**config.mk**
```make
export PLATFORM = sky130hd
export DESIGN_NAME = spi_reg_bridge
export DESIGN_NICKNAME = d
export VERILOG_FILES = /design/src/rtl/spi_reg_pkg.sv /design/src/rtl/spi_edge_sync.sv /design/src/rtl/spi_reg_bridge.sv
export SDC_FILE = /design/constraint.sdc
export NUM_CORES = 1
export LEC_CHECK = 0
export ABC_AREA = 1
export CAP_MARGIN = 20
export CORE_MARGIN = 2
export CORE_UTILIZATION = 45
export DETAILED_ROUTE_END_ITERATION = 8
export PLACE_DENSITY = 0.69
export SLEW_MARGIN = 20
export SYNTH_ARGS = -nofsm -noshare
export SYNTH_HDL_FRONTEND = slang
export SYNTH_SLANG_ARGS = --single-unit
```
**constraint.sdc**
```tcl
create_clock -name clk -period 5.95 [get_ports clk]
set_clock_uncertainty 0.15 [all_clocks]
set_input_delay 1.19 -clock clk [delete_from_list [all_inputs] [get_ports clk]]
set_output_delay 1.19 -clock clk [all_outputs]
set_load 0.01 [all_outputs]
```
**src/rtl/spi_reg_pkg.sv**
```systemverilog
// Shared definitions for the SPI-to-register-bus bridge.
// Holds the frame opcodes, the FSM state encoding and helpers that derive
// counter widths from the register data width.
package spi_reg_pkg;

   localparam logic [7:0] OP_WRITE = 8'h02;
   localparam logic [7:0] OP_READ  = 8'h03;

   localparam int BYTE_W               = 8;
   localparam int DATA_W_DEFAULT       = 32;
   localparam int BYTES_WORD_DEFAULT   = DATA_W_DEFAULT / BYTE_W;

   typedef enum logic [2:0] {
      ST_IDLE,
      ST_CMD,
      ST_ADDR,
      ST_WDATA,
      ST_RD_REQ,
      ST_RD_WAIT,
      ST_RDATA,
      ST_DISCARD
   } state_e;

   // The bit counter must reach both 7 (opcode/address byte) and
   // DATA_W-1 (data word), so it never gets narrower than 3 bits.
   function automatic int bitCntWidth(input int dataW);
      return ($clog2(dataW) < 3) ? 3 : $clog2(dataW);
   endfunction

endpackage

```
**src/rtl/spi_edge_sync.sv**
```systemverilog
// Multi-flop synchroniser with rising/falling edge detection for one
// asynchronous input sampled in the clk domain.
// Ports:
//   clk     system clock
//   rst_n   asynchronous active-low reset
//   d_i     asynchronous input
//   q_o     synchronised level
//   rise_o  one-cycle pulse on a synchronised 0->1 transition
//   fall_o  one-cycle pulse on a synchronised 1->0 transition
module spi_edge_sync #(
   parameter int   STAGES    = 2,
   parameter logic RESET_VAL = 1'b0
) (
   input  logic clk,
   input  logic rst_n,
   input  logic d_i,
   output logic q_o,
   output logic rise_o,
   output logic fall_o
);

   logic [STAGES-1:0] sync_q;
   logic              prev_q;

   // Shift the raw input through the synchroniser chain and keep the
   // previous synchronised level for edge detection.
   always_ff @(posedge clk or negedge rst_n) begin
      if (!rst_n) begin
         sync_q <= {STAGES{RESET_VAL}};
         prev_q <= RESET_VAL;
      end else begin
         sync_q <= (sync_q << 1) | STAGES'(d_i);
         prev_q <= sync_q[STAGES-1];
      end
   end

   assign q_o    = sync_q[STAGES-1];
   assign rise_o = sync_q[STAGES-1] & ~prev_q;
   assign fall_o = ~sync_q[STAGES-1] & prev_q;

endmodule

```
**src/rtl/spi_reg_bridge.sv**
```systemverilog
// SPI mode-0 target that converts host frames (opcode, address, data words)
// into single-cycle read/write strobes on the register-file bus. All SPI
// pins are oversampled in the clk domain.
// Ports:
//   clk, rst_n           system clock, asynchronous active-low reset
//   spi_sclk/cs_n/mosi   raw SPI inputs from the pins
//   spi_miso, _oe        serial read data and pad output enable
//   reg_addr, reg_wdata  register bus address and write data
//   reg_write, reg_read  one-cycle bus strobes
//   reg_rdata            register read data, valid RD_LATENCY cycles after reg_read
//   busy                 frame active (synchronised cs_n low)
//   frame_err            one-cycle pulse on illegal opcode or truncated frame
module spi_reg_bridge
   import spi_reg_pkg::*;
#(
   parameter int ADDR_W      = 8,
   parameter int DATA_W      = DATA_W_DEFAULT,
   parameter int RD_LATENCY  = 1,
   parameter int SYNC_STAGES = 2
) (
   input  logic              clk,
   input  logic              rst_n,
   input  logic              spi_sclk,
   input  logic              spi_cs_n,
   input  logic              spi_mosi,
   output logic              spi_miso,
   output logic              spi_miso_oe,
   output logic [ADDR_W-1:0] reg_addr,
   output logic [DATA_W-1:0] reg_wdata,
   output logic              reg_write,
   output logic              reg_read,
   input  logic [DATA_W-1:0] reg_rdata,
   output logic              busy,
   output logic              frame_err
);

   localparam int CNT_W = bitCntWidth(DATA_W);

   logic sclk_level_unused, sclk_rise, sclk_fall;
   logic cs_sync, cs_rise, cs_fall;
   logic mosi_sync;
   logic [1:0] mosi_edge_unused;

   state_e              state_q, state_d;
   logic [CNT_W-1:0]    cnt_q, cnt_d;
   logic [DATA_W-1:0]   shift_q, shift_d, shift_in;
   logic                is_read_q, is_read_d;
   logic [ADDR_W-1:0]   addr_q, addr_d;
   logic [DATA_W-1:0]   wdata_q, wdata_d;
   logic                write_q, write_d;
   logic                read_q, read_d;
   logic [1:0]          lat_q, lat_d;
   logic                oe_q, oe_d;
   logic                err_q, err_d;
   logic                busy_q, busy_d;
   logic                armed_q, armed_d;
   logic                rise_seen_q, rise_seen_d;

   spi_edge_sync #(.STAGES(SYNC_STAGES), .RESET_VAL(1'b0)) u_sync_sclk (
      .clk    (clk),
      .rst_n  (rst_n),
      .d_i    (spi_sclk),
      .q_o    (sclk_level_unused),
      .rise_o (sclk_rise),
      .fall_o (sclk_fall)
   );

   // cs_n resets to the asserted level so that a chip select already low
   // when reset is released produces no falling edge: that frame is
   // ignored until cs_n goes high and low again.
   spi_edge_sync #(.STAGES(SYNC_STAGES), .RESET_VAL(1'b0)) u_sync_cs (
      .clk    (clk),
      .rst_n  (rst_n),
      .d_i    (spi_cs_n),
      .q_o    (cs_sync),
      .rise_o (cs_rise),
      .fall_o (cs_fall)
   );

   spi_edge_sync #(.STAGES(SYNC_STAGES), .RESET_VAL(1'b0)) u_sync_mosi (
      .clk    (clk),
      .rst_n  (rst_n),
      .d_i    (spi_mosi),
      .q_o    (mosi_sync),
      .rise_o (mosi_edge_unused[0]),
      .fall_o (mosi_edge_unused[1])
   );

   assign shift_in = {shift_q[DATA_W-2:0], mosi_sync};

   // Frame sequencer. Bit edges are processed first; a cs_n rise then
   // overrides the next state so a final edge arriving together with the
   // deselect still completes its word.
   always_comb begin
      state_d     = state_q;
      cnt_d       = cnt_q;
      shift_d     = shift_q;
      is_read_d   = is_read_q;
      addr_d      = addr_q;
      wdata_d     = wdata_q;
      write_d     = 1'b0;
      read_d      = 1'b0;
      lat_d       = lat_q;
      oe_d        = oe_q;
      err_d       = 1'b0;
      rise_seen_d = rise_seen_q;
      armed_d     = armed_q | cs_sync;
      busy_d      = armed_q & ~cs_sync;

      // Address auto-increments the cycle after each write strobe.
      if (write_q) begin
         addr_d = addr_q + 1'b1;
      end

      case (state_q)
         ST_IDLE: begin
            if (cs_fall) begin
               state_d = ST_CMD;
               cnt_d   = '0;
            end
         end
         ST_CMD: begin
            if (sclk_rise) begin
               shift_d = shift_in;
               cnt_d   = cnt_q + 1'b1;
               if (cnt_q == CNT_W'(7)) begin
                  cnt_d = '0;
                  if (shift_in[7:0] == OP_WRITE) begin
                     is_read_d = 1'b0;
                     state_d   = ST_ADDR;
                  end else if (shift_in[7:0] == OP_READ) begin
                     is_read_d = 1'b1;
                     state_d   = ST_ADDR;
                  end else begin
                     err_d   = 1'b1;
                     state_d = ST_DISCARD;
                  end
               end
            end
         end
         ST_ADDR: begin
            if (sclk_rise) begin
               shift_d = shift_in;
               cnt_d   = cnt_q + 1'b1;
               if (cnt_q == CNT_W'(7)) begin
                  cnt_d  = '0;
                  addr_d = ADDR_W'(shift_in[7:0]);
                  if (is_read_q) begin
                     state_d = ST_RD_REQ;
                     oe_d    = 1'b1;
                  end else begin
                     state_d = ST_WDATA;
                  end
               end
            end
         end
         ST_WDATA: begin
            if (sclk_rise) begin
               shift_d = shift_in;
               cnt_d   = cnt_q + 1'b1;
               if (cnt_q == CNT_W'(DATA_W - 1)) begin
                  cnt_d   = '0;
                  wdata_d = shift_in;
                  write_d = 1'b1;
               end
            end
         end
         ST_RD_REQ: begin
            read_d  = 1'b1;
            lat_d   = '0;
            state_d = ST_RD_WAIT;
         end
         ST_RD_WAIT: begin
            // The first wait cycle is the strobe cycle itself, which is
            // when zero-latency read data is valid.
            if (lat_q == 2'(RD_LATENCY)) begin
               shift_d     = reg_rdata;
               cnt_d       = '0;
               rise_seen_d = 1'b0;
               state_d     = ST_RDATA;
            end else begin
               lat_d = lat_q + 1'b1;
            end
         end
         ST_RDATA: begin
            // A falling edge only shifts once the host has sampled the
            // current bit; this skips the stray falling edge that closes
            // the address byte, whose arrival relative to the preload
            // depends on the sclk rate.
            if (sclk_rise) begin
               rise_seen_d = 1'b1;
            end else if (sclk_fall && rise_seen_q) begin
               shift_d     = {shift_q[DATA_W-2:0], 1'b0};
               rise_seen_d = 1'b0;
               cnt_d       = cnt_q + 1'b1;
               if (cnt_q == CNT_W'(DATA_W - 1)) begin
                  cnt_d   = '0;
                  addr_d  = addr_q + 1'b1;
                  state_d = ST_RD_REQ;
               end
            end
         end
         ST_DISCARD: begin
         end
         default: begin
            state_d = ST_IDLE;
         end
      endcase

      // Deselect ends the frame from any state. A byte or word left
      // partially shifted is reported; a read not yet strobed is dropped.
      if (cs_rise) begin
         state_d = ST_IDLE;
         oe_d    = 1'b0;
         read_d  = 1'b0;
         if ((state_q == ST_CMD || state_q == ST_ADDR ||
              state_q == ST_WDATA || state_q == ST_RDATA) && cnt_d != '0) begin
            err_d = 1'b1;
         end
      end
   end

   // State and output registers.
   always_ff @(posedge clk or negedge rst_n) begin
      if (!rst_n) begin
         state_q     <= ST_IDLE;
         cnt_q       <= '0;
         shift_q     <= '0;
         is_read_q   <= 1'b0;
         addr_q      <= '0;
         wdata_q     <= '0;
         write_q     <= 1'b0;
         read_q      <= 1'b0;
         lat_q       <= '0;
         oe_q        <= 1'b0;
         err_q       <= 1'b0;
         busy_q      <= 1'b0;
         armed_q     <= 1'b0;
         rise_seen_q <= 1'b0;
      end else begin
         state_q     <= state_d;
         cnt_q       <= cnt_d;
         shift_q     <= shift_d;
         is_read_q   <= is_read_d;
         addr_q      <= addr_d;
         wdata_q     <= wdata_d;
         write_q     <= write_d;
         read_q      <= read_d;
         lat_q       <= lat_d;
         oe_q        <= oe_d;
         err_q       <= err_d;
         busy_q      <= busy_d;
         armed_q     <= armed_d;
         rise_seen_q <= rise_seen_d;
      end
   end

   // MISO is the shift register MSB, forced low whenever the pad is off.
   assign spi_miso    = oe_q & shift_q[DATA_W-1];
   assign spi_miso_oe = oe_q;
   assign reg_addr    = addr_q;
   assign reg_wdata   = wdata_q;
   assign reg_write   = write_q;
   assign reg_read    = read_q;
   assign busy        = busy_q;
   assign frame_err   = err_q;

endmodule

```
After elaboration in Yosys (flattened, before gate mapping). Index checks and enable logic that the tools add are counted. Widths: inputs -> output; s select.

Output and inout port bits: 46. Register bits: 98. Input port bits: 37. Word-level logic and storage cells: 147.

Muxes and demuxes: 60. Reduce and logical (&&, ||, !) cells: 25. $add $sub $neg: 3. Equal/unequal tests: 26. Bitwise operators: 14.

Operators by type and width (number): $mux 32 (4); $pmux 32 s3 (1); $mux 8 (6); $mux 5 (8); $mux 3 (13); $ne 3x3->1 const B (10); $pmux 5 s5 (1); $mux 1 (22); $pmux 3 s6 (1); $eq 8x2->1 const B (2); $pmux 8 s2 (1); $reduce_bool 2->1 (7); $reduce_and 10->1 (1); $eq 3x3->1 const B (3); $add 8x1->8 const B (1); $ne 2x2->1 const B (4); $reduce_and 4->1 (2); $reduce_bool 7->1 (1); $and 1x1->1 (6); $eq 3x2->1 const B (2); $or 2x1->2 (3); $reduce_and 3->1 (2); $add 5x1->5 const B (1); $eq 5x3->1 const B (1); 19 further kinds (25).

Logic depth before layout (Yosys ltp).
Depth after elaboration: 10. Gate-level depth with buffers: 15. Mapped depth without buffers: 15.

Cells and area by module. A second synthesis with hierarchy kept.

Cell total of the unflattened synthesis: 571. Area total of the unflattened synthesis: 4948.5 um^2.

By module, submodules not included: spi_reg_bridge (area each 4678.2 um^2, seq. area each 2252.2 um^2, cells an instance 550, times used 1); spi_edge_sync (area each 90.1 um^2, seq. area each 75.1 um^2, cells an instance 7, times used 3).

Worst setup path after synthesis. OpenSTA, ideal clock, no wires.

Path type: register to register. From: reg cnt_q[0]. To: reg err_q, in the netlist frame_err. Arrival: 1776 ps. Library setup time: 116 ps. Clock period less this slack: 2042 ps. Buffers on the path: 0. Cell stages (with the launch flop): 16. Path slack: 3908 ps. Required time: 5684 ps. Cells stage by stage: dfrtp_1 ha_1 nand2_1 nor2_1 ha_1 inv_1 o21ai_0 inv_1 nand2_1 nand2_1 nand2_1 nand3_1 nor2_1 nand3_1 nand2_1 nand2_1.

Cells in the longest elaborated chain, start to end: 9. Elaborated cells between the ends (all ways): 19. Classes of those cells: 1 x add/sub; 2 x eq/ne; 14 x mux; 2 x reduce/logical.

Ends and longest elaborated chain: start: declaration (RTL line spi_reg_bridge.sv:45) `logic [CNT_W-1:0] cnt_q, cnt_d;`; start signal: assignment (RTL line spi_reg_bridge.sv:242) `cnt_q <= cnt_d;`; $add 5x1->5 / $eq 5x5->1 (equally long branches); $mux 5 (RTL line spi_reg_bridge.sv:161, spi_reg_bridge.sv:196); $mux 5 (RTL line spi_reg_bridge.sv:192) `end else if (sclk_fall && rise_seen_q) begin`; $mux 5 (RTL line spi_reg_bridge.sv:190) `if (sclk_rise) begin`; $pmux 5 s5 (RTL line spi_reg_bridge.sv:115) `case (state_q)`; $reduce_bool 5->1 (RTL line spi_reg_bridge.sv:217) `state_q == ST_WDATA || state_q == ST_RDATA) && cnt_d != '0) begin`; $logic_and 1x1->1 (RTL line spi_reg_bridge.sv:217); $mux 1 (RTL line spi_reg_bridge.sv:216) `if ((state_q == ST_CMD || state_q == ST_ADDR ||`; $mux 1 * (RTL line spi_reg_bridge.sv:212) `if (cs_rise) begin`; net err_d (RTL line spi_reg_bridge.sv:54) `logic err_q, err_d;`; end signal: assignment (RTL line spi_reg_bridge.sv:251) `err_q <= err_d;`; end: declaration (RTL line spi_reg_bridge.sv:54).

Mark *: on every way through the listed nets, which the timed path passes. The rest lies on a longest branch. A chain may end at the register's enable or synchronous reset.

Worst setup path in the final report.
From: reg state_q[2]. To: reg shift_q[3].

Cells in the longest elaborated chain, start to end: 4. Elaborated cells between the ends (all ways): 13. Classes of those cells: 9 x eq/ne; 1 x mux; 3 x reduce/logical.

Ends and longest elaborated chain: start: declaration (RTL line spi_reg_bridge.sv:44) `state_e state_q, state_d;`; start signal: assignment (RTL line spi_reg_bridge.sv:241) `state_q <= state_d;`; $eq 3x1->1 / $eq 3x2->1 (equally long branches) (RTL line spi_reg_bridge.sv:115); $reduce_or 3->1 (no source line); $ne 2x1->1 (no source line) / $reduce_bool 3->1 (equally long branches); $reduce_and 5->1 (no source line); end signal: assignment (RTL line spi_reg_bridge.sv:243) `shift_q <= shift_d;`; end: declaration (RTL line spi_reg_bridge.sv:46) `logic [DATA_W-1:0] shift_q, shift_d, shift_in;`.

Parallel ways exist; a longest one is shown, timed or not.

==> impl_metrics.ini <==
[place]
io_buffer_count = 82
hpwlAfterDp_um = 8345
dpl.cell_count = 789
placement.cell_area_um2 = 6047
gp_routability_congestion = 0.8766

[sta]
final-hold-violation-count = 0
setup_viol_count_final = 0
relSlewSlack = 0.3234
final-max-slew-violation-count = 0
final_min_period_over_clock_period = 0.4780
min_period_ns = 2.844
timing.fmax_ghz = 0.3516
rsz0062_at_grt = no
worst_pin_slew_ns = 1.015
fin_tns_setup_ns = 0

[floorplan]
floorplan.die.height_um = 111.6
initial_utilization = 0.4580
fp-row-count = 39
fp.dieW_um = 111.6
ios = 83
core_um2 = 11370
die_area_um2 = 12450

[worst_hold_path]
min-delay-path-class = flop to flop
worstHoldPathCells = 0
start_point_of_the_worst_hold_path = u_sync_mosi.sync_q[0]
hold_path_end = u_sync_mosi.sync_q[1]

[power]
power_density_nw_per_um2 = 411.1
seq_power_share = 0.336
max-vdd-ir-drop_mv = 0.2621
p_sw_mw = 1.070
power_switching_share = 0.4079
power.share.clock = 0.251
internal-power_mw = 1.554
combinationalPowerShare = 0.413
leakage_nw = 3.023

[logic_synthesis]
yosys.area_share.adder = 0.01442
synth.yosys.seq_area_share = 0.4709
mappedNetlistArea_um2 = 5207
ys_seq_elements = 98
mappedNetlistNets = 629
synth_top_family_by_area = compound AO/OA/AOI/OAI gates
synthDistinctLibCells = 42
yosys.area_share.simple = 0.1985
syn_inst = 586
synth.area.mux_share = 0
compound_cell_area_share_of_the_yosys_netlist = 0.2134
post_synthesis_mean_instance_area_um2 = 8.887
xor_xnor_cell_area_share_of_the_yosys_netlist = 0.01177
ys_warn_count = 0

[global_route]
globalRouteOverflowTotal = 0
global_route_wire_length_before_repair_um = 20280
grt_max_degree = 65
track_usage = 0.2010
grt_antenna_before_repair = 0
grt_pass1_vias = 4151

[clock_tree]
ctsResizeCount = 0
clock_path_buffers = 2
htree_num_levels = 3
clk_pin_slew_worst_paths_ns = 0.07
clk_root_buffer_cell = clkbuf_16
cts_num_sinks = 98
clock_latency_reported_for_the_late_side_of_the_worst_skew_pair_ns = 0.36
cts_hold_buf = 0
cts_bufs_inserted = 9
tritoncts = done
post_cts_buffers = 0

[outcome]
run_status = finished clean

[critical_path]
cpMaxStageDelayCell = nand3_4
critical_path_cell_list = nand3_4 -> nor2_2 -> nor2_8 -> o211ai_4 -> inv_6 -> o211ai_1 -> o21ai_2
cp.arrival_ns = 2.92
regToRegEndpoint = shift_q[3]
worst_path_largest_cell_delay_ns = 0.66
required_ns = 6.02
worstReg2RegStart = state_q[2]
crit_type = flop to flop
endpoint_kind = flop
crit_fanout = 64
worst-r2r-cell-count = 7
r2r_slack_ns = 3.11
worstSetupStartpointType = flop

[finish]
number_of_nets_in_the_layout = 700
antenna-diode-count = 0
layout-drive-gt1-share = 0.1601
layout.filler_cells = 1006
finish.cell_count_without_fillers = 805
area.growth.synth_to_final_pct = 22.56
stdcell_area_um2 = 6382

[drt]
wl_per_cell_um = 14.72
drtIter0Drc = 294
drcViolationCount = 0
detailroute.via_count = 4197
postRouteAntennaNets = 0
routed_wirelength_um = 11850
detailedRoute.firstPassIterationCount = 4
routed_via_density = 5.214

[run]
cap_viol_max_count = 0
[cell usage after synthesis, drive strengths merged]
cell type  count  area share
o221ai         1      0.0017
a22oi          1      0.0041
xor2           5      0.0084
nor4           1      0.0012
nor3           5      0.0070
o31ai          2      0.0029
or2            3      0.0036
o2111ai        1      0.0017
nand4          5      0.0060
o211ai        39       0.085
clkbuf         6      0.0043
a31oi          3      0.0048
buf           17       0.027
a21oi          9      0.0086
dfrtp         98        0.47
xnor2          2      0.0034
o21ai         85        0.10
nand3         36       0.041
nor3b          1      0.0014
nand2        148        0.11
ha             6       0.014
inv           81       0.059
nor2          31       0.029
[registers in the layout, indices dropped and copies added, names as in the netlist, 2 cells and up]
register,flops
u_sync_sclk.sync_q,2
shift_q,32
u_sync_cs.sync_q,2
state_q,3
reg_addr,8
reg_wdata,32
u_sync_mosi.sync_q,2
cnt_q,5
lat_q,2
[critical path: cells and delay by family (launching register included)]
family | cells | cell delay [ns]
simple gates | 3 | 1.28
flops | 1 | 0.58
compound gates | 3 | 0.41
buf+inv | 1 | 0.23
[how the worst max path moves through the flow]
stage,cells after the start,slack (ns),end,start
global route,6,2.90,shift_q[3],state_q[2]
global placement,7,3.26,shift_q[2],state_q[2]
CTS,7,3.12,shift_q[3],state_q[2]
finish,7,3.11,shift_q[3],state_q[2]
detailed placement,7,3.13,shift_q[3],state_q[2]
floorplan,15,3.91,frame_err,cnt_q[0]
[layout make-up]
cell class | count | area [um2] | share of cell area
clock buffer | 10 | 239.0 | 0.03744
clock inverter | 6 | 96.34 | 0.01510
inverter | 81 | 309.0 | 0.04842
multi-input combinational | 384 | 2281 | 0.3574
sequential | 98 | 2452 | 0.3842
tap | 143 | 178.9 | 0.02803
timing repair buffer | 83 | 825.8 | 0.1294
[layer usage]
layer  GRT usage  share of wire  vias up
met5           0              0        -
met4     0.08807          0.028        0
met3     0.03919          0.048       21
met2      0.3134           0.47      106
met1      0.2748           0.46     1986
li1            -              -     2084
[power groups by stage]
stage                     Clock (mW)  Sequential [mW]  Combinational, mW
after floorplan                    0            0.870              0.954
after global placement             0            0.888               1.05
after detailed placement           0            0.893               1.09
after CTS                      0.670            0.881               1.09
after global routing           0.696            0.898               1.22
final                          0.659            0.882               1.08
[cell usage in the layout, fill, tap and decap left out, drive strengths merged, types with 2 or more instances in the layout]
master / instances
nand2: 148
dfrtp: 98
o21ai: 85
inv: 83
clkdlybuf4s50: 81
o211ai: 39
nand3: 36
nor2: 31
clkbuf: 10
a21oi: 9
ha: 6
xor2: 5
nand4: 5
nor3: 5
or2: 3
a31oi: 3
xnor2: 2
o31ai: 2
bufinv: 2
buf: 2
[per-stage QoR]
| stage | utilization | power [mW] | setup WS (ns) | hold WS, ns |
|---|---|---|---|---|
| after floorplan | - | 1.824 | 3.908 | 0.1812 |
| after global placement | 0.5319 | 1.941 | 3.260 | 0.1848 |
| after detailed placement | 0.5319 | 1.979 | 3.133 | 0.1858 |
| after CTS | 0.5614 | 2.642 | 3.118 | 0.2021 |
| after global routing | 0.5614 | 2.811 | 2.899 | 0.2060 |
| final | 0.5614 | 2.624 | 3.106 | 0.2000 |
[logic make-up after synthesis]
kind of cell | after synthesis
and+or+nand+nor | 230
AOI/OAI and AO/OA | 141
buffers and inverters | 104
DFF | 98
xor gates and xnor gates | 7
adders and majority gates | 6
Note: power is estimated with default switching activity, not from simulation.
